**config.mk**
```make
export PLATFORM = sky130hd
export DESIGN_NAME = pc_sequencer
export DESIGN_NICKNAME = d
export VERILOG_FILES = /design/src/rtl/pc_sequencer_pkg.sv /design/src/rtl/pc_call_stack.sv /design/src/rtl/pc_sequencer.sv
export SDC_FILE = /design/constraint.sdc
export NUM_CORES = 1
export LEC_CHECK = 0
export CAP_MARGIN = 20
export CELL_PAD_IN_SITES_DETAIL_PLACEMENT = 1
export CELL_PAD_IN_SITES_GLOBAL_PLACEMENT = 1
export CORE_ASPECT_RATIO = 1.1
export CORE_MARGIN = 3
export CORE_UTILIZATION = 41
export CTS_CLUSTER_DIAMETER = 200
export DETAILED_ROUTE_END_ITERATION = 10
export GPL_TIMING_DRIVEN = 0
export PLACE_DENSITY = 0.82
export SETUP_SLACK_MARGIN = 0.02
export SLEW_MARGIN = 30
export SYNTH_ARGS = -nofsm -noshare
export SYNTH_HDL_FRONTEND = slang
export SYNTH_SLANG_ARGS = --single-unit
export TNS_END_PERCENT = 20
```
**constraint.sdc**
```tcl
create_clock -name clk -period 3.4 [get_ports clk]
set_input_delay 0.85 -clock clk [delete_from_list [all_inputs] [get_ports clk]]
set_output_delay 0.85 -clock clk [all_outputs]
set_load 0.01 [all_outputs]
```
**src/rtl/pc_sequencer_pkg.sv**
```systemverilog
// Shared CPU definitions for the PC control path.
// Holds the op encodings, the sequencer state encoding and the default widths and vectors.
package pc_sequencer_pkg;

  localparam int unsigned AW_DEF          = 8;
  localparam int unsigned STACK_DEPTH_DEF = 4;
  localparam logic [7:0]  RESET_VEC_DEF   = 8'h00;

  typedef enum logic [2:0] {
    OP_NOP  = 3'd0,
    OP_JMP  = 3'd1,
    OP_JZ   = 3'd2,
    OP_CALL = 3'd3,
    OP_RET  = 3'd4,
    OP_BACK = 3'd5,
    OP_HALT = 3'd6,
    OP_RSVD = 3'd7
  } op_e;

  typedef enum logic [1:0] {
    ST_IDLE = 2'd0,
    ST_RUN  = 2'd1,
    ST_HALT = 2'd2
  } state_e;

endpackage

```
**src/rtl/pc_call_stack.sv**
```systemverilog
// Hardware call/return LIFO with a registered stack pointer.
// A push into a full stack and a pop from an empty stack are both ignored.
module pc_call_stack #(
  parameter int unsigned AW          = 8,
  parameter int unsigned STACK_DEPTH = 4
) (
  input  logic          clk,
  input  logic          reset_n,
  input  logic          push,
  input  logic          pop,
  input  logic [AW-1:0] push_data,
  output logic [AW-1:0] top_data,
  output logic          full,
  output logic          empty
);

  localparam int unsigned IW  = $clog2(STACK_DEPTH);
  localparam int unsigned SPW = IW + 1;

  logic [AW-1:0]  mem_q [STACK_DEPTH];
  logic [SPW-1:0] sp_q;
  logic [SPW-1:0] sp_d;
  logic [IW-1:0]  top_idx;
  logic           do_push;
  logic           do_pop;

  assign full     = (sp_q == SPW'(STACK_DEPTH));
  assign empty    = (sp_q == '0);
  assign do_push  = push && !full;
  assign do_pop   = pop && !empty;
  // sp counts occupied entries, so the top entry sits one below it
  assign top_idx  = IW'(sp_q - SPW'(1));
  assign top_data = mem_q[top_idx];

  always_comb begin
    sp_d = sp_q;
    if (do_push) begin
      sp_d = sp_q + SPW'(1);
    end else if (do_pop) begin
      sp_d = sp_q - SPW'(1);
    end
  end

  always_ff @(posedge clk or negedge reset_n) begin
    if (!reset_n) begin
      sp_q <= '0;
      for (int unsigned i = 0; i < STACK_DEPTH; i++) begin
        mem_q[i] <= '0;
      end
    end else begin
      sp_q <= sp_d;
      if (do_push) begin
        mem_q[sp_q[IW-1:0]] <= push_data;
      end
    end
  end

endmodule

```
**src/rtl/pc_sequencer.sv**
```systemverilog
// PC control sequencer: turns decoded ops, stall and zero flag into PC load/up_down/data.
// The PC cannot hold, so holding is done by reloading its own count.
module pc_sequencer
  import pc_sequencer_pkg::*;
#(
  parameter int unsigned    AW          = AW_DEF,
  parameter int unsigned    STACK_DEPTH = STACK_DEPTH_DEF,
  parameter logic [AW-1:0]  RESET_VEC   = AW'(RESET_VEC_DEF)
) (
  input  logic          clk,
  input  logic          reset_n,
  input  logic          start,
  input  logic          stall,
  input  logic          op_valid,
  input  logic [2:0]    op,
  input  logic [AW-1:0] op_target,
  input  logic          zero_flag,
  input  logic [AW-1:0] pc_count,
  output logic          pc_load,
  output logic          pc_up_down,
  output logic [AW-1:0] pc_data,
  output logic          busy,
  output logic          halted,
  output logic          stack_err
);

  state_e        state_q;
  state_e        state_d;
  logic          stack_err_q;
  logic          err_set;
  logic          stk_push;
  logic          stk_pop;
  logic          stk_full;
  logic          stk_empty;
  logic [AW-1:0] stk_top;
  logic [AW-1:0] ret_addr;
  op_e           op_dec;

  assign op_dec   = op_e'(op);
  assign ret_addr = pc_count + AW'(1);

  pc_call_stack #(
    .AW          (AW),
    .STACK_DEPTH (STACK_DEPTH)
  ) u_stack (
    .clk       (clk),
    .reset_n   (reset_n),
    .push      (stk_push),
    .pop       (stk_pop),
    .push_data (ret_addr),
    .top_data  (stk_top),
    .full      (stk_full),
    .empty     (stk_empty)
  );

  always_comb begin
    state_d    = state_q;
    pc_load    = 1'b1;
    pc_up_down = 1'b1;
    pc_data    = pc_count;
    stk_push   = 1'b0;
    stk_pop    = 1'b0;
    err_set    = 1'b0;
    case (state_q)
      ST_IDLE: begin
        pc_data = RESET_VEC;
        if (start) state_d = ST_RUN;
      end
      ST_HALT: begin
        if (start) state_d = ST_RUN;
      end
      ST_RUN: begin
        // stall or no valid op leaves the default hold in place
        if (op_valid && !stall) begin
          case (op_dec)
            OP_JMP: pc_data = op_target;
            OP_JZ: begin
              if (zero_flag) pc_data = op_target;
              else           pc_load = 1'b0;
            end
            OP_CALL: begin
              if (!stk_full) begin
                stk_push = 1'b1;
                pc_data  = op_target;
              end else begin
                err_set = 1'b1;
                state_d = ST_HALT;
              end
            end
            OP_RET: begin
              if (!stk_empty) begin
                stk_pop = 1'b1;
                pc_data = stk_top;
              end else begin
                err_set = 1'b1;
                state_d = ST_HALT;
              end
            end
            OP_BACK: begin
              pc_load    = 1'b0;
              pc_up_down = 1'b0;
            end
            OP_HALT: state_d = ST_HALT;
            default: pc_load = 1'b0;
          endcase
        end
      end
      default: begin
        pc_data = RESET_VEC;
        state_d = ST_IDLE;
      end
    endcase
  end

  always_ff @(posedge clk or negedge reset_n) begin
    if (!reset_n) begin
      state_q     <= ST_IDLE;
      stack_err_q <= 1'b0;
    end else begin
      state_q <= state_d;
      if (err_set) stack_err_q <= 1'b1;
    end
  end

  assign busy      = (state_q == ST_RUN);
  assign halted    = (state_q == ST_HALT);
  assign stack_err = stack_err_q;

endmodule
```
==> flow_summary.html, run 1 <==
<table>
<tr><th>Metric</th><th>Value</th></tr>
<tr><th colspan="2">STA</th></tr>
<tr><td>Endpoints failing hold</td><td>0</td></tr>
<tr><td>Achievable Freq</td><td>0.303 GHz</td></tr>
<tr><td>Summed negative setup slack over all endpoints</td><td>0 ps</td></tr>
<tr><td>Measured slew at the worst slew-check pin</td><td>323 ps</td></tr>
<tr><td>Max-slew headroom</td><td>0.779</td></tr>
<tr><td>Final Skew</td><td>4.33 ps</td></tr>
<tr><td>Unrepaired setup endpoints after global routing</td><td>true</td></tr>
<tr><td>Final critical delay including setup and external delays</td><td>3300 ps</td></tr>
<tr><td>Minimum hold slack</td><td>441 ps</td></tr>
<tr><td>Count of pins over their slew limit</td><td>0</td></tr>
<tr><td>Setup violation total in the final timing report</td><td>0</td></tr>
<tr><td>Period utilization</td><td>0.970</td></tr>
<tr><th colspan="2">Die</th></tr>
<tr><td>Horiz. Die Dim</td><td>77.5 µm</td></tr>
<tr><td>Initial standard-cell utilization of the core</td><td>0.427</td></tr>
<tr><td>Ports</td><td>38</td></tr>
<tr><td>Std-Cell Core Area</td><td>0.00540 mm²</td></tr>
<tr><td>Die Y-Extent</td><td>84.7 µm</td></tr>
<tr><td>Number of rows in the core area</td><td>28</td></tr>
<tr><td>Die area</td><td>0.00656 mm²</td></tr>
<tr><th colspan="2">Synthesis</th></tr>
<tr><td>Count of cell types in the netlist</td><td>40</td></tr>
<tr><td>Average cell area after synthesis</td><td>9.81 µm²</td></tr>
<tr><td>Syn nets</td><td>270</td></tr>
<tr><td>Most frequently used cell type in the post-synthesis netlist</td><td>nand2_1</td></tr>
<tr><td>Simple-gate share of the synthesized area</td><td>0.180</td></tr>
<tr><td>Fraction of synthesized area in multiplexers</td><td>0.0928</td></tr>
<tr><td>Post-synthesis sequential element count</td><td>38</td></tr>
<tr><td>Most used standard cells in the synthesized netlist</td><td>nand2_1, dfrtp_1, o21ai_0, a21oi_1, nor2_1</td></tr>
<tr><td>Gate count after technology mapping</td><td>235</td></tr>
<tr><td>Number of warnings printed during yosys synthesis</td><td>0</td></tr>
<tr><td>Post-synthesis share of cell area spent on xor and xnor gates</td><td>0.0342</td></tr>
<tr><td>Sequential cell area fraction in the yosys report</td><td>0.412</td></tr>
<tr><td>Arithmetic-cell share of the synthesized area counting full adders, half adders and majority gates</td><td>0.0543</td></tr>
<tr><td>Fraction of synthesis flops using an asynchronous set or reset pin</td><td>1.00</td></tr>
<tr><td>Top-area cell type share of the netlist area</td><td>0.412</td></tr>
<tr><td>Largest family of logic cells by synthesized area</td><td>compound AO/OA/AOI/OAI gates</td></tr>
<tr><td>EDFF count, synth</td><td>0</td></tr>
<tr><td>Compound-Gate Fraction of Synth Area</td><td>0.185</td></tr>
<tr><td>Ys flop type</td><td>dfrtp_1</td></tr>
<tr><td>Top post-synthesis cells by area</td><td>dfrtp_1, o21ai_0, mux4_2, nand2_1, ha_1</td></tr>
<tr><td>Synthesized cell area</td><td>0.00231 mm²</td></tr>
<tr><td>Cell taking the most area after synthesis</td><td>dfrtp_1</td></tr>
<tr><th colspan="2">Global routing</th></tr>
<tr><td>Via count of the first global-routing pass</td><td>2115</td></tr>
<tr><td>Global routing usage summed across all routing layers</td><td>0.220</td></tr>
<tr><td>Wire length of the first global-routing pass</td><td>11.1 mm</td></tr>
<tr><td>Antenna violations before repair</td><td>0</td></tr>
<tr><td>Pin count of the biggest net entering global routing</td><td>28</td></tr>
<tr><td>Total congestion overflow</td><td>0</td></tr>
<tr><th colspan="2">Detailed routing</th></tr>
<tr><td>Post-DR wirelength/cell</td><td>18.8 µm</td></tr>
<tr><td>WL final</td><td>6.68 mm</td></tr>
<tr><td>DR vias</td><td>1954</td></tr>
<tr><td>Remaining DRCs</td><td>0</td></tr>
<tr><td>Ratio of routed vias to standard cells</td><td>5.49</td></tr>
<tr><td>Violation count after the first detailed-routing iteration</td><td>71</td></tr>
<tr><td>Residual antenna-violating net count after detailed routing</td><td>0</td></tr>
<tr><td>1st-pass router iterations</td><td>4</td></tr>
<tr><th colspan="2">Power and ir drop</th></tr>
<tr><td>Standby leakage power</td><td>0.00129 µW</td></tr>
<tr><td>Pwr/cell area</td><td>523 mW/mm²</td></tr>
<tr><td>Maximum ir drop on the vdd rail</td><td>0.369 mV</td></tr>
<tr><th colspan="2">Final layout</th></tr>
<tr><td>Final cell area excluding filler cells</td><td>0.00297 mm²</td></tr>
<tr><td>Filler cell count in the final layout</td><td>634</td></tr>
<tr><td>Fraction of layout instances using a drive strength above 1</td><td>0.189</td></tr>
<tr><td>Register area</td><td>951 µm²</td></tr>
<tr><td>Final Net Count</td><td>317</td></tr>
<tr><td>Area of combinational cells with multiple inputs</td><td>0.00133 mm²</td></tr>
<tr><td>Non-filler cells, final</td><td>356</td></tr>
<tr><td>Count of antenna diodes in the layout</td><td>0</td></tr>
<tr><td>Area overhead of the layout relative to synthesis</td><td>28.8%</td></tr>
<tr><td>Fraction of the core area covered by cells at the end of the flow</td><td>0.550</td></tr>
<tr><th colspan="2">Status</th></tr>
<tr><td>Outcome</td><td>completed</td></tr>
<tr><th colspan="2">Setup path</th></tr>
<tr><td>Reg-to-reg critical path endpoint</td><td>u_stack.mem_q[20]</td></tr>
<tr><td>CP startpoint kind</td><td>input pin</td></tr>
<tr><td>Beginning of the worst register-to-register path</td><td>state_q[1]</td></tr>
<tr><td>Worst-case register-to-register setup slack</td><td>1130 ps</td></tr>
<tr><td>Sort of element at the end of the critical path</td><td>output pin</td></tr>
<tr><td>Endpoint required time on the critical path</td><td>2550 ps</td></tr>
<tr><td>Worst setup path category</td><td>in2out</td></tr>
<tr><td>Critical path data arrival time</td><td>2450 ps</td></tr>
<tr><td>Critical-path maximum fanout</td><td>10</td></tr>
<tr><td>Reg2Reg Depth</td><td>8</td></tr>
<tr><th colspan="2">CTS</th></tr>
<tr><td>Number of CTS-inserted buffers</td><td>5</td></tr>
<tr><td>CTS H-tree lvls</td><td>2</td></tr>
<tr><td>Clock transition at the register clock pins on the worst setup and hold paths after CTS</td><td>70 ps</td></tr>
<tr><td>Clock Sinks</td><td>38</td></tr>
<tr><td>TritonCTS clock tree</td><td>built</td></tr>
<tr><td>Hold buffer count at cts</td><td>0</td></tr>
<tr><td>Clock root buffer</td><td>clkbuf_8</td></tr>
<tr><td>Number of buffers between clock root and the deepest sink</td><td>2</td></tr>
<tr><td>Clk_lat worst skew</td><td>290 ps</td></tr>
<tr><th colspan="2">Place</th></tr>
<tr><td>Count of port buffers added during placement</td><td>35</td></tr>
<tr><td>Half-perimeter wire length of the detailed placement result</td><td>4.82 mm</td></tr>
<tr><td>Placement-stage cell area</td><td>0.00277 mm²</td></tr>
<tr><td>Final weighted congestion of routability-driven global placement</td><td>0.784</td></tr>
<tr><td>Inst Count DP</td><td>346</td></tr>
<tr><th colspan="2">Job</th></tr>
<tr><td>Count of maximum capacitance violations</td><td>0</td></tr>
<tr><th colspan="2">Worst hold path</th></tr>
<tr><td>Type of the tightest min-delay check</td><td>in2async</td></tr>
</table>
[worst max-delay path, cell delays in order]
cell	delay, ps
dlygate4sd2_1	280
buf_4	200
nor4b_4	230
o21ai_2	130
a31oi_4	220
buf_12	150
nand2_1	50
o21ai_0	80
clkdlybuf4s15_1	260
[state kept, by name (all words and copies together) (netlist names)]
signal and count:
u_stack.mem_q 32, state_q 2, stack_err 1, u_stack.sp_q 3
[cell families after synthesis]
group | Yosys count
AO/OA/AOI/OAI | 73
XOR/XNOR | 9
adder cells (fa/ha/maj) | 10
buffers and inverters | 16
flip-flops | 38
multiplexers | 11
AND/OR/NAND/NOR | 78
[worst max-delay path by stage]
| stage | end | depth (start not counted) | from |
|---|---|---|---|
| 2_1_floorplan | pc_data[2] | 8 | u_stack.sp_q[0] |
| 3_3_place_gp | pc_data[5] | 8 | op[1] |
| 3_5_place_dp | pc_data[2] | 7 | op[1] |
| 4_1_cts | pc_data[2] | 9 | op[1] |
| 5_1_grt | pc_data[3] | 9 | op[1] |
| 6_report | pc_data[3] | 9 | op[1] |
[final cells by class]
type / count / share of cell area
multi-input combinational: 181 / 0.448
sequential: 38 / 0.320
timing repair buffer: 41 / 0.138
tap: 75 / 0.0316
clock buffer: 6 / 0.0278
buffer: 8 / 0.0261
inverter: 7 / 0.00885
[power breakdown]
part	switching, µW	leakage (µW)	internal [µW]	total (µW)
registers	67.3	0.000515	548	615
clock network	150	0.0000431	156	306
logic	317	0.000731	312	630
[per-layer routing]
metal | track usage | wire length (µm)
met1 | 0.279 | 2900
met5 | 0 | 0
met3 | 0.0397 | 244
met4 | 0.0615 | 104
met2 | 0.383 | 3430
[placed cells by master (no fill, tap or decap), types with 2 or more instances in the layout]
| cell | count |
|---|---|
| nand2_1 | 43 |
| dfrtp_1 | 38 |
| o21ai_0 | 36 |
| clkdlybuf4s50_1 | 25 |
| a21oi_1 | 17 |
| nor2_1 | 13 |
| ha_1 | 9 |
| mux4_2 | 8 |
| a22o_1 | 8 |
| inv_1 | 7 |
| buf_4 | 6 |
| clkbuf_8 | 6 |
| buf_12 | 5 |
| xor2_1 | 5 |
| buf_2 | 4 |
| clkbuf_2 | 4 |
| nand3_1 | 3 |
| xnor2_1 | 3 |
| mux2_2 | 3 |
| o21bai_1 | 3 |
| buf_6 | 2 |
| nor3_4 | 2 |
| nor4b_4 | 2 |
| o21ai_1 | 2 |
| and2_1 | 2 |
| nand3b_1 | 2 |
| clkdlybuf4s15_1 | 2 |
[through the flow]
step                      power (µW)  setup slack [ps]
final                           1550               101
after global routing            1660             -16.9
after CTS                       1540              20.6
after detailed placement        1180              -733
after global placement          1140              -666
after floorplan                  960               524
[what timing repair did]
item / CTS / global route
buffers inserted: 3 / 2
endpoints found under the setup margin: 8 / 8
pin swaps: 4 / 1
resized for setup: 25 / 16
Power figures use the tool's default switching activity.
==> run 2, diff against run 1 <==
--- a/config.mk
+++ b/config.mk
@@ -10,11 +10,12 @@
 export CELL_PAD_IN_SITES_GLOBAL_PLACEMENT = 1
 export CORE_ASPECT_RATIO = 1.1
 export CORE_MARGIN = 3
-export CORE_UTILIZATION = 41
+export CORE_UTILIZATION = 48
 export CTS_CLUSTER_DIAMETER = 200
 export DETAILED_ROUTE_END_ITERATION = 10
+export DONT_BUFFER_PORTS = 1
 export GPL_TIMING_DRIVEN = 0
-export PLACE_DENSITY = 0.82
+export PLACE_DENSITY = 0.8
 export SETUP_SLACK_MARGIN = 0.02
 export SLEW_MARGIN = 30
 export SYNTH_ARGS = -nofsm -noshare
==> run 2 against run 1 <==
  * Non-clock buffer count shrank 39
  * Final cell count decreased by 17%
  * Routed wire length decreased by 13%
  * Power is 12% lower
  * Clock-buffer cell count is 1 lower
  * Combinational power down 27%
  * Hold slack worse by 200 ps
  * Critical endpoint is now pc_data[2]
  * Largest cell class unchanged
==> flow_summary.html, run 2 (synthesis results as in run 1) <==
<table>
<tr><th>Metric</th><th>Value</th></tr>
<tr><th colspan="2">Die</th></tr>
<tr><td>Std-Cell Core Area</td><td>0.00447 mm² (-17%)</td></tr>
<tr><td>Die Y-Extent</td><td>78.7 µm (-7.0%)</td></tr>
<tr><td>Horiz. Die Dim</td><td>72.1 µm (-7.0%)</td></tr>
<tr><td>Die area</td><td>0.00567 mm² (-14%)</td></tr>
<tr><td>Number of rows in the core area</td><td>25 (-11%)</td></tr>
<tr><td>Ports</td><td>38 (unchanged)</td></tr>
<tr><td>Initial standard-cell utilization of the core</td><td>0.516 (+0.0881)</td></tr>
<tr><th colspan="2">Place</th></tr>
<tr><td>Final weighted congestion of routability-driven global placement</td><td>0.759 (-3.1%)</td></tr>
<tr><td>Placement-stage cell area</td><td>0.00237 mm² (-14%)</td></tr>
<tr><td>Count of port buffers added during placement</td><td>0 (-100%)</td></tr>
<tr><td>Inst Count DP</td><td>289 (-16%)</td></tr>
<tr><td>Half-perimeter wire length of the detailed placement result</td><td>4.29 mm (-11%)</td></tr>
<tr><th colspan="2">CTS</th></tr>
<tr><td>TritonCTS clock tree</td><td>built</td></tr>
<tr><td>Clock transition at the register clock pins on the worst setup and hold paths after CTS</td><td>80 ps (about the same)</td></tr>
<tr><td>Clock Sinks</td><td>38 (unchanged)</td></tr>
<tr><td>Hold buffer count at cts</td><td>0 (unchanged)</td></tr>
<tr><td>Clock root buffer</td><td>clkbuf_8</td></tr>
<tr><td>Number of CTS-inserted buffers</td><td>5 (unchanged)</td></tr>
<tr><td>Clk_lat worst skew</td><td>290 ps (about the same)</td></tr>
<tr><td>Number of buffers between clock root and the deepest sink</td><td>2 (unchanged)</td></tr>
<tr><td>CTS H-tree lvls</td><td>2 (unchanged)</td></tr>
<tr><th colspan="2">Detailed routing</th></tr>
<tr><td>Remaining DRCs</td><td>0 (unchanged)</td></tr>
<tr><td>1st-pass router iterations</td><td>4 (unchanged)</td></tr>
<tr><td>Ratio of routed vias to standard cells</td><td>6.09 (+11%)</td></tr>
<tr><td>Post-DR wirelength/cell</td><td>19.7 µm (+4.7%)</td></tr>
<tr><td>WL final</td><td>5.84 mm (-13%)</td></tr>
<tr><td>Residual antenna-violating net count after detailed routing</td><td>0 (unchanged)</td></tr>
<tr><td>Violation count after the first detailed-routing iteration</td><td>64 (-9.9%)</td></tr>
<tr><td>DR vias</td><td>1808 (-7.5%)</td></tr>
<tr><th colspan="2">Power and ir drop</th></tr>
<tr><td>Pwr/cell area</td><td>553 mW/mm² (+5.9%)</td></tr>
<tr><td>Maximum ir drop on the vdd rail</td><td>0.408 mV (+11%)</td></tr>
<tr><td>Post-layout total power</td><td>1370 µW (-12%)</td></tr>
<tr><td>Standby leakage power</td><td>0.00109 µW (-15%)</td></tr>
<tr><th colspan="2">Global routing</th></tr>
<tr><td>Pin count of the biggest net entering global routing</td><td>39 (+39%)</td></tr>
<tr><td>Via count of the first global-routing pass</td><td>1926 (-8.9%)</td></tr>
<tr><td>Total congestion overflow</td><td>0 (unchanged)</td></tr>
<tr><td>Antenna violations before repair</td><td>0 (unchanged)</td></tr>
<tr><td>Wire length of the first global-routing pass</td><td>9.52 mm (-14%)</td></tr>
<tr><td>Global routing usage summed across all routing layers</td><td>0.222 (+0.00208)</td></tr>
<tr><th colspan="2">Final layout</th></tr>
<tr><td>Non-filler cells, final</td><td>297 (-17%)</td></tr>
<tr><td>Largest registers</td><td>u_stack.mem_q (32), u_stack.sp_q (3), state_q (2)</td></tr>
<tr><td>Fraction of layout instances using a drive strength above 1</td><td>0.156 (-0.0322)</td></tr>
<tr><td>Leading cell type in the layout, fill and taps excluded</td><td>nand2_1</td></tr>
<tr><td>Most flop-heavy register</td><td>u_stack.mem_q</td></tr>
<tr><td>Flip-flop count of the largest register after layout</td><td>32 (unchanged)</td></tr>
<tr><td>Count of antenna diodes in the layout</td><td>0 (unchanged)</td></tr>
<tr><td>Filler cell count in the final layout</td><td>518 (-18%)</td></tr>
<tr><td>Area of combinational cells with multiple inputs</td><td>0.00127 mm² (-4.5%)</td></tr>
<tr><td>Register area</td><td>951 µm² (unchanged)</td></tr>
<tr><td>Final Net Count</td><td>278 (-12%)</td></tr>
<tr><td>Area overhead of the layout relative to synthesis</td><td>7.22%</td></tr>
<tr><td>Most used cells in the layout excluding fill and tap cells</td><td>nand2_1, dfrtp_1, o21ai_0, a21oi_1, nor2_1</td></tr>
<tr><td>Final cell area excluding filler cells</td><td>0.00247 mm² (-17%)</td></tr>
<tr><th colspan="2">STA</th></tr>
<tr><td>Endpoints failing hold</td><td>0 (unchanged)</td></tr>
<tr><td>Achievable Freq</td><td>0.309 GHz (+2.0%)</td></tr>
<tr><td>Measured slew at the worst slew-check pin</td><td>572 ps (+250 ps)</td></tr>
<tr><td>Summed negative setup slack over all endpoints</td><td>0 ps (unchanged)</td></tr>
<tr><td>Max-slew headroom</td><td>0.617 (-0.162)</td></tr>
<tr><td>Final critical delay including setup and external delays</td><td>3230 ps (-66.2 ps)</td></tr>
<tr><td>Final Skew</td><td>5.07 ps (+0.739 ps)</td></tr>
<tr><td>Count of pins over their slew limit</td><td>0 (unchanged)</td></tr>
<tr><td>Setup violation total in the final timing report</td><td>0 (unchanged)</td></tr>
<tr><td>Unrepaired setup endpoints after global routing</td><td>false</td></tr>
<tr><td>Period utilization</td><td>0.951 (-0.0195)</td></tr>
<tr><th colspan="2">Worst hold path</th></tr>
<tr><td>Type of the tightest min-delay check</td><td>in2async</td></tr>
<tr><th colspan="2">Setup path</th></tr>
<tr><td>Ordered list of cells on the worst path</td><td>buf_4, inv_1, ha_2, mux4_2, a22o_1, a21oi_1, o21ai_1</td></tr>
<tr><td>Cell type group with the largest total delay on the critical path</td><td>adder cells</td></tr>
<tr><td>Number of buffers and inverters on the critical path</td><td>2 (-2)</td></tr>
<tr><td>Critical-path maximum fanout</td><td>10 (unchanged)</td></tr>
<tr><td>Endpoint required time on the critical path</td><td>2550 ps (about the same)</td></tr>
<tr><td>Cell with the largest stage delay on the worst path</td><td>ha_2</td></tr>
<tr><td>Largest incremental delay on the critical path</td><td>500 ps (+220 ps)</td></tr>
<tr><td>Sort of element at the end of the critical path</td><td>output pin</td></tr>
<tr><td>Reg2Reg Depth</td><td>8 (unchanged)</td></tr>
<tr><td>Worst setup path category</td><td>reg2out</td></tr>
<tr><td>CP startpoint kind</td><td>flop</td></tr>
<tr><td>Critical path data arrival time</td><td>2380 ps (-70 ps)</td></tr>
<tr><td>Number of logic stages on the critical path including buffering</td><td>7 (-2)</td></tr>
<tr><th colspan="2">Status</th></tr>
<tr><td>Outcome</td><td>completed</td></tr>
<tr><th colspan="2">Job</th></tr>
<tr><td>Count of maximum capacitance violations</td><td>0 (unchanged)</td></tr>
</table>
[run 2: stage by stage]
stage | hold slack [ps] | setup WS (ps) | util
after floorplan | 441 | 524 | -
final | 240 | 167 | 0.553
after global routing | 225 | 20.5 | 0.553
after global placement | 457 | 151 | 0.531
after detailed placement | 467 | 86.6 | 0.531
after CTS | 233 | 92.9 | 0.553
[run 2: area by class of cell]
class / instances / share of cell area
plain buffers: 8 / 0.0263
clock buffers: 5 / 0.0278
clock inverters: 2 / 0.00405
inverters: 7 / 0.0106
multi-input cells: 181 / 0.513
flip-flops and latches: 38 / 0.385
well taps: 54 / 0.0273
repair buffers: 2 / 0.00607
[run 2: path summary, 6_finish.rpt]
| kind | to | slack, ps | start |
|---|---|---|---|
| worst max-delay path | pc_data[2] | 170 | u_stack.sp_q[0] |
| worst min-delay path | u_stack.mem_q[4] | 240 | reset_n |
| worst max register to register | u_stack.mem_q[15] | 1130 | state_q[1] |
| worst min register to register | u_stack.mem_q[25] | 480 | u_stack.mem_q[25] |
| max in group asynchronous | u_stack.mem_q[1] | 3080 | reset_n |
| min in group clk | u_stack.mem_q[25] | 480 | u_stack.mem_q[25] |
[run 2: what timing repair did]
| item | CTS | global route |
|---|---|---|
| pin swaps | 1 | 0 |
| endpoints found under the setup margin | 8 | 2 |
| gates resized for setup | 3 | 2 |
| buffers inserted | 2 | 0 |
| hold endpoints to repair | 0 | 0 |
[run 2: per-layer routing]
metal	track usage	vias up	share of wire
met5	0	-	0
met4	0.0959	0	0.026
met3	0.0557	15	0.044
met2	0.368	44	0.49
met1	0.271	904	0.44
li1	-	845	-
[run 2: power by group]
part | total [µW] | internal [µW] | switching, µW
registers | 607 | 548 | 59.6
clock network | 298 | 138 | 160
logic | 463 | 200 | 263
total | 1370 | 885 | 483
==> run 3, diff against run 2 <==
--- a/config.mk
+++ b/config.mk
@@ -10,15 +10,16 @@
 export CELL_PAD_IN_SITES_GLOBAL_PLACEMENT = 1
 export CORE_ASPECT_RATIO = 1.1
 export CORE_MARGIN = 3
-export CORE_UTILIZATION = 48
+export CORE_UTILIZATION = 51
 export CTS_CLUSTER_DIAMETER = 200
 export DETAILED_ROUTE_END_ITERATION = 10
 export DONT_BUFFER_PORTS = 1
 export GPL_TIMING_DRIVEN = 0
-export PLACE_DENSITY = 0.8
+export PLACE_DENSITY = 0.82
 export SETUP_SLACK_MARGIN = 0.02
 export SLEW_MARGIN = 30
 export SYNTH_ARGS = -nofsm -noshare
 export SYNTH_HDL_FRONTEND = slang
+export SYNTH_HIERARCHICAL = 1
 export SYNTH_SLANG_ARGS = --single-unit
 export TNS_END_PERCENT = 20
==> run 3 against run 2 <==
  * Core utilization is 3.4 points higher
  * Global-route usage is 0.65 points higher
  * Setup slack got worse by 13 ps
  * Largest cell class unchanged
  * Critical path type unchanged
  * Maximum frequency fell by 0.39%
  * Critical endpoint is now pc_data[7]
  * Synthesized cell count rose by 14%
  * Combinational power grew 110%
  * Sequential share of layout area decreased by 9.0 points
  * Sequential power grew 5.1%
  * Clock power increased by 5%
==> flow_summary.html, run 3 <==
<table>
<tr><th>Metric</th><th>Value</th></tr>
<tr><th colspan="2">Synthesis</th></tr>
<tr><td>Average cell area after synthesis</td><td>11.1 µm² (+13%)</td></tr>
<tr><td>Ys flop type</td><td>dfrtp_1</td></tr>
<tr><td>Count of cell types in the netlist</td><td>55 (+38%)</td></tr>
<tr><td>Most used standard cells in the synthesized netlist</td><td>dfrtp_1, mux2_4, mux2i_1, nand2_1, inv_1</td></tr>
<tr><td>Top-area cell type share of the netlist area</td><td>0.320 (-0.0924)</td></tr>
<tr><td>Fraction of synthesis flops using an asynchronous set or reset pin</td><td>1.00 (unchanged)</td></tr>
<tr><td>Cell taking the most area after synthesis</td><td>dfrtp_1</td></tr>
<tr><td>EDFF count, synth</td><td>0 (unchanged)</td></tr>
<tr><td>Sequential cell area fraction in the yosys report</td><td>0.320 (-0.0924)</td></tr>
<tr><td>Most frequently used cell type in the post-synthesis netlist</td><td>dfrtp_1</td></tr>
<tr><td>Number of warnings printed during yosys synthesis</td><td>6 (+6)</td></tr>
<tr><td>Gate count after technology mapping</td><td>267 (+14%)</td></tr>
<tr><td>Post-synthesis sequential element count</td><td>38 (unchanged)</td></tr>
<tr><td>Top post-synthesis cells by area</td><td>dfrtp_1, mux2_4, mux2i_1, mux4_2, ha_1</td></tr>
<tr><td>Syn nets</td><td>302 (+12%)</td></tr>
<tr><td>Synthesized cell area</td><td>0.00297 mm² (+29%)</td></tr>
<tr><th colspan="2">Die</th></tr>
<tr><td>Std-Cell Core Area</td><td>0.00550 mm² (+23%)</td></tr>
<tr><td>Horiz. Die Dim</td><td>78.8 µm (+9.3%)</td></tr>
<tr><td>Number of rows in the core area</td><td>28 (+12%)</td></tr>
<tr><td>Die Y-Extent</td><td>86.1 µm (+9.4%)</td></tr>
<tr><td>Ports</td><td>38 (unchanged)</td></tr>
<tr><td>Die area</td><td>0.00678 mm² (+20%)</td></tr>
<tr><td>Initial standard-cell utilization of the core</td><td>0.540 (+0.0247)</td></tr>
<tr><th colspan="2">Global routing</th></tr>
<tr><td>Via count of the first global-routing pass</td><td>2323 (+21%)</td></tr>
<tr><td>Antenna violations before repair</td><td>0 (unchanged)</td></tr>
<tr><td>Total congestion overflow</td><td>0 (unchanged)</td></tr>
<tr><td>Pin count of the biggest net entering global routing</td><td>39 (unchanged)</td></tr>
<tr><td>Wire length of the first global-routing pass</td><td>12.2 mm (+28%)</td></tr>
<tr><td>Global routing usage summed across all routing layers</td><td>0.228 (+0.00646)</td></tr>
<tr><th colspan="2">Final layout</th></tr>
<tr><td>Final cell area excluding filler cells</td><td>0.00323 mm² (+31%)</td></tr>
<tr><td>Count of antenna diodes in the layout</td><td>0 (unchanged)</td></tr>
<tr><td>Final Net Count</td><td>312 (+12%)</td></tr>
<tr><td>Flip-flop count of the largest register after layout</td><td>32 (unchanged)</td></tr>
<tr><td>Non-filler cells, final</td><td>353 (+19%)</td></tr>
<tr><td>Largest registers</td><td>u_stack/mem_q (32), u_stack/sp_q (3), state_q (2)</td></tr>
<tr><td>Leading cell type in the layout, fill and taps excluded</td><td>dfrtp_1</td></tr>
<tr><td>Area overhead of the layout relative to synthesis</td><td>8.59%</td></tr>
<tr><td>Most used cells in the layout excluding fill and tap cells</td><td>dfrtp_1, mux2_4, mux2i_1, nand2_1, inv_1</td></tr>
<tr><td>Fraction of layout instances using a drive strength above 1</td><td>0.255 (+0.0990)</td></tr>
<tr><td>Fraction of the core area covered by cells at the end of the flow</td><td>0.587 (+0.0339)</td></tr>
<tr><td>Most flop-heavy register</td><td>u_stack/mem_q</td></tr>
<tr><th colspan="2">CTS</th></tr>
<tr><td>Number of CTS-inserted buffers</td><td>5 (unchanged)</td></tr>
<tr><td>Number of buffers between clock root and the deepest sink</td><td>2 (unchanged)</td></tr>
<tr><td>CTS H-tree lvls</td><td>2 (unchanged)</td></tr>
<tr><td>Clock Sinks</td><td>38 (unchanged)</td></tr>
<tr><td>Hold buffer count at cts</td><td>0 (unchanged)</td></tr>
<tr><td>Clock root buffer</td><td>clkbuf_8</td></tr>
<tr><td>TritonCTS clock tree</td><td>built</td></tr>
<tr><td>Clock transition at the register clock pins on the worst setup and hold paths after CTS</td><td>80 ps (about the same)</td></tr>
<tr><td>Clk_lat worst skew</td><td>280 ps (about the same)</td></tr>
<tr><th colspan="2">Setup path</th></tr>
<tr><td>Worst-case register-to-register setup slack</td><td>630 ps (-500 ps)</td></tr>
<tr><td>Critical-path maximum fanout</td><td>10 (unchanged)</td></tr>
<tr><td>Critical path data arrival time</td><td>2400 ps (+20 ps)</td></tr>
<tr><td>Worst setup path category</td><td>reg2out</td></tr>
<tr><td>Ordered list of cells on the worst path</td><td>buf_8, clkinvlp_4, ha_4, buf_6, mux4_2, and4bb_2, a21oi_1, o221a_4, a221oi_4</td></tr>
<tr><td>Largest incremental delay on the critical path</td><td>410 ps (-90 ps)</td></tr>
<tr><td>Endpoint required time on the critical path</td><td>2550 ps (about the same)</td></tr>
<tr><td>Sort of element at the end of the critical path</td><td>output pin</td></tr>
<tr><td>CP startpoint kind</td><td>flop</td></tr>
<tr><td>Cell with the largest stage delay on the worst path</td><td>dfrtp_1</td></tr>
<tr><th colspan="2">Detailed routing</th></tr>
<tr><td>DR vias</td><td>2122 (+17%)</td></tr>
<tr><td>Violation count after the first detailed-routing iteration</td><td>57 (-11%)</td></tr>
<tr><td>1st-pass router iterations</td><td>4 (unchanged)</td></tr>
<tr><td>Remaining DRCs</td><td>0 (unchanged)</td></tr>
<tr><td>Residual antenna-violating net count after detailed routing</td><td>0 (unchanged)</td></tr>
<tr><td>WL final</td><td>7.20 mm (+23%)</td></tr>
<tr><td>Post-DR wirelength/cell</td><td>20.4 µm (+3.8%)</td></tr>
<tr><td>Ratio of routed vias to standard cells</td><td>6.01 (-1.3%)</td></tr>
<tr><th colspan="2">STA</th></tr>
<tr><td>Unrepaired setup endpoints after global routing</td><td>false</td></tr>
<tr><td>Final Skew</td><td>8.70 ps (+3.63 ps)</td></tr>
<tr><td>Max-slew headroom</td><td>0.568 (-0.0492)</td></tr>
<tr><td>Summed negative setup slack over all endpoints</td><td>0 ps (unchanged)</td></tr>
<tr><td>Achievable Freq</td><td>0.308 GHz (-0.39%)</td></tr>
<tr><td>Post-layout worst setup margin</td><td>155 ps (-12.5 ps)</td></tr>
<tr><td>Endpoints failing hold</td><td>0 (unchanged)</td></tr>
<tr><td>Period utilization</td><td>0.955 (+0.00368)</td></tr>
<tr><td>Measured slew at the worst slew-check pin</td><td>643 ps (+70.7 ps)</td></tr>
<tr><td>Setup violation total in the final timing report</td><td>0 (unchanged)</td></tr>
<tr><td>Final critical delay including setup and external delays</td><td>3250 ps (+12.5 ps)</td></tr>
<tr><td>Count of pins over their slew limit</td><td>0 (unchanged)</td></tr>
<tr><th colspan="2">Power and ir drop</th></tr>
<tr><td>Maximum ir drop on the vdd rail</td><td>0.445 mV (+9.1%)</td></tr>
<tr><td>Pwr/cell area</td><td>602 mW/mm² (+8.7%)</td></tr>
<tr><td>Standby leakage power</td><td>0.00149 µW (+37%)</td></tr>
<tr><th colspan="2">Place</th></tr>
<tr><td>Placement-stage cell area</td><td>0.00307 mm² (+29%)</td></tr>
<tr><td>Inst Count DP</td><td>342 (+18%)</td></tr>
<tr><td>Half-perimeter wire length of the detailed placement result</td><td>5.41 mm (+26%)</td></tr>
<tr><td>Final weighted congestion of routability-driven global placement</td><td>0.793 (+4.5%)</td></tr>
<tr><td>Pre-CTS WS</td><td>24.8 ps (-61.8 ps)</td></tr>
<tr><td>Count of port buffers added during placement</td><td>0 (unchanged)</td></tr>
<tr><th colspan="2">Job</th></tr>
<tr><td>Count of maximum capacitance violations</td><td>0 (unchanged)</td></tr>
<tr><th colspan="2">Status</th></tr>
<tr><td>Outcome</td><td>completed</td></tr>
<tr><th colspan="2">Worst hold path</th></tr>
<tr><td>Type of the tightest min-delay check</td><td>in2async</td></tr>
</table>
-- run 3: cell types whose count changed after synthesis, sizes merged, moves of 7 or more --
cell / change
o21ai: -35
mux2: +32
mux2i: +21
nand2: -23
a21oi: -10
a22o: -8
o221ai: +7
clkbuf: +9
o32ai: +7
inv: +11
-- run 3: logic make-up (layout without fill, tap and decap cells) --
family / count (synthesis) / count (layout) / synth area share
compound gates: 48 / 48 / 0.126
xor+xnor: 6 / 6 / 0.0177
fa+ha+maj: 10 / 10 / 0.0421
buf+inv: 37 / 48 / 0.0598
flops: 38 / 38 / 0.320
mux: 64 / 64 / 0.296
simple gates: 64 / 64 / 0.139
-- run 3: metal layers --
layer  vias up  track usage  share of wire
li1       1005            -              -
met1      1067        0.298           0.45
met2        46        0.404           0.51
met3         4       0.0378          0.042
met4         0       0.0382         0.0057
met5         -            0              0
-- run 3: power breakdown --
part	switching [µW]	total (µW)	leakage (µW)	internal [µW]
sequential	81.8	638	0.000516	556
combinational	504	990	0.000931	486
clock	151	314	0.0000472	163
total	736	1940	0.00149	1210
-- run 3: area by class of cell --
class                   instances  area (µm²)
clock inverters                 2        12.5
fillers                       587        2270
flip-flops and latches         38         951
multi-input cells             192        1870
plain buffers                  19         124
inverters                      18        73.8
well taps                      75        93.8
repair buffers                  3        22.5
clock buffers                   6        82.6
-- run 3: critical path, delay by kind of cell (launching register included) --
family	cells	cell delay, ps
flip-flops	1	410
AO/OA/AOI/OAI	3	610
adder cells (fa/ha/maj)	1	290
multiplexers	1	200
AND/OR/NAND/NOR	1	220
buffers and inverters	3	400
-- run 3: worst paths after layout --
| kind | depth (start not counted) | to | from |
|---|---|---|---|
| max | 9 | pc_data[7] | u_stack/sp_q[0] |
| min | 0 | u_stack/mem_q[6] | reset_n |
| max reg2reg | 10 | u_stack/mem_q[0] | u_stack/sp_q[0] |
| min reg2reg | 1 | u_stack/mem_q[10] | u_stack/mem_q[10] |
| max in group asynchronous | 0 | u_stack/mem_q[7] | reset_n |
| min in group clk | 1 | u_stack/mem_q[10] | u_stack/mem_q[10] |
-- run 3: repair_timing --
action | 4_1_cts | 5_1_grt
gates resized for setup | 8 | 2
gates cloned | 0 | 0
setup endpoints to repair | 8 | 1
buffers inserted | 3 | 0
pin swaps | 0 | 1
-- run 3: metrics by stage --
stage | power, µW | hold WS (ps)
floorplan | 1360 | 459
global placement | 1510 | 470
detailed placement | 1550 | 487
CTS | 1940 | 241
global route | 2080 | 227
finish | 1940 | 252
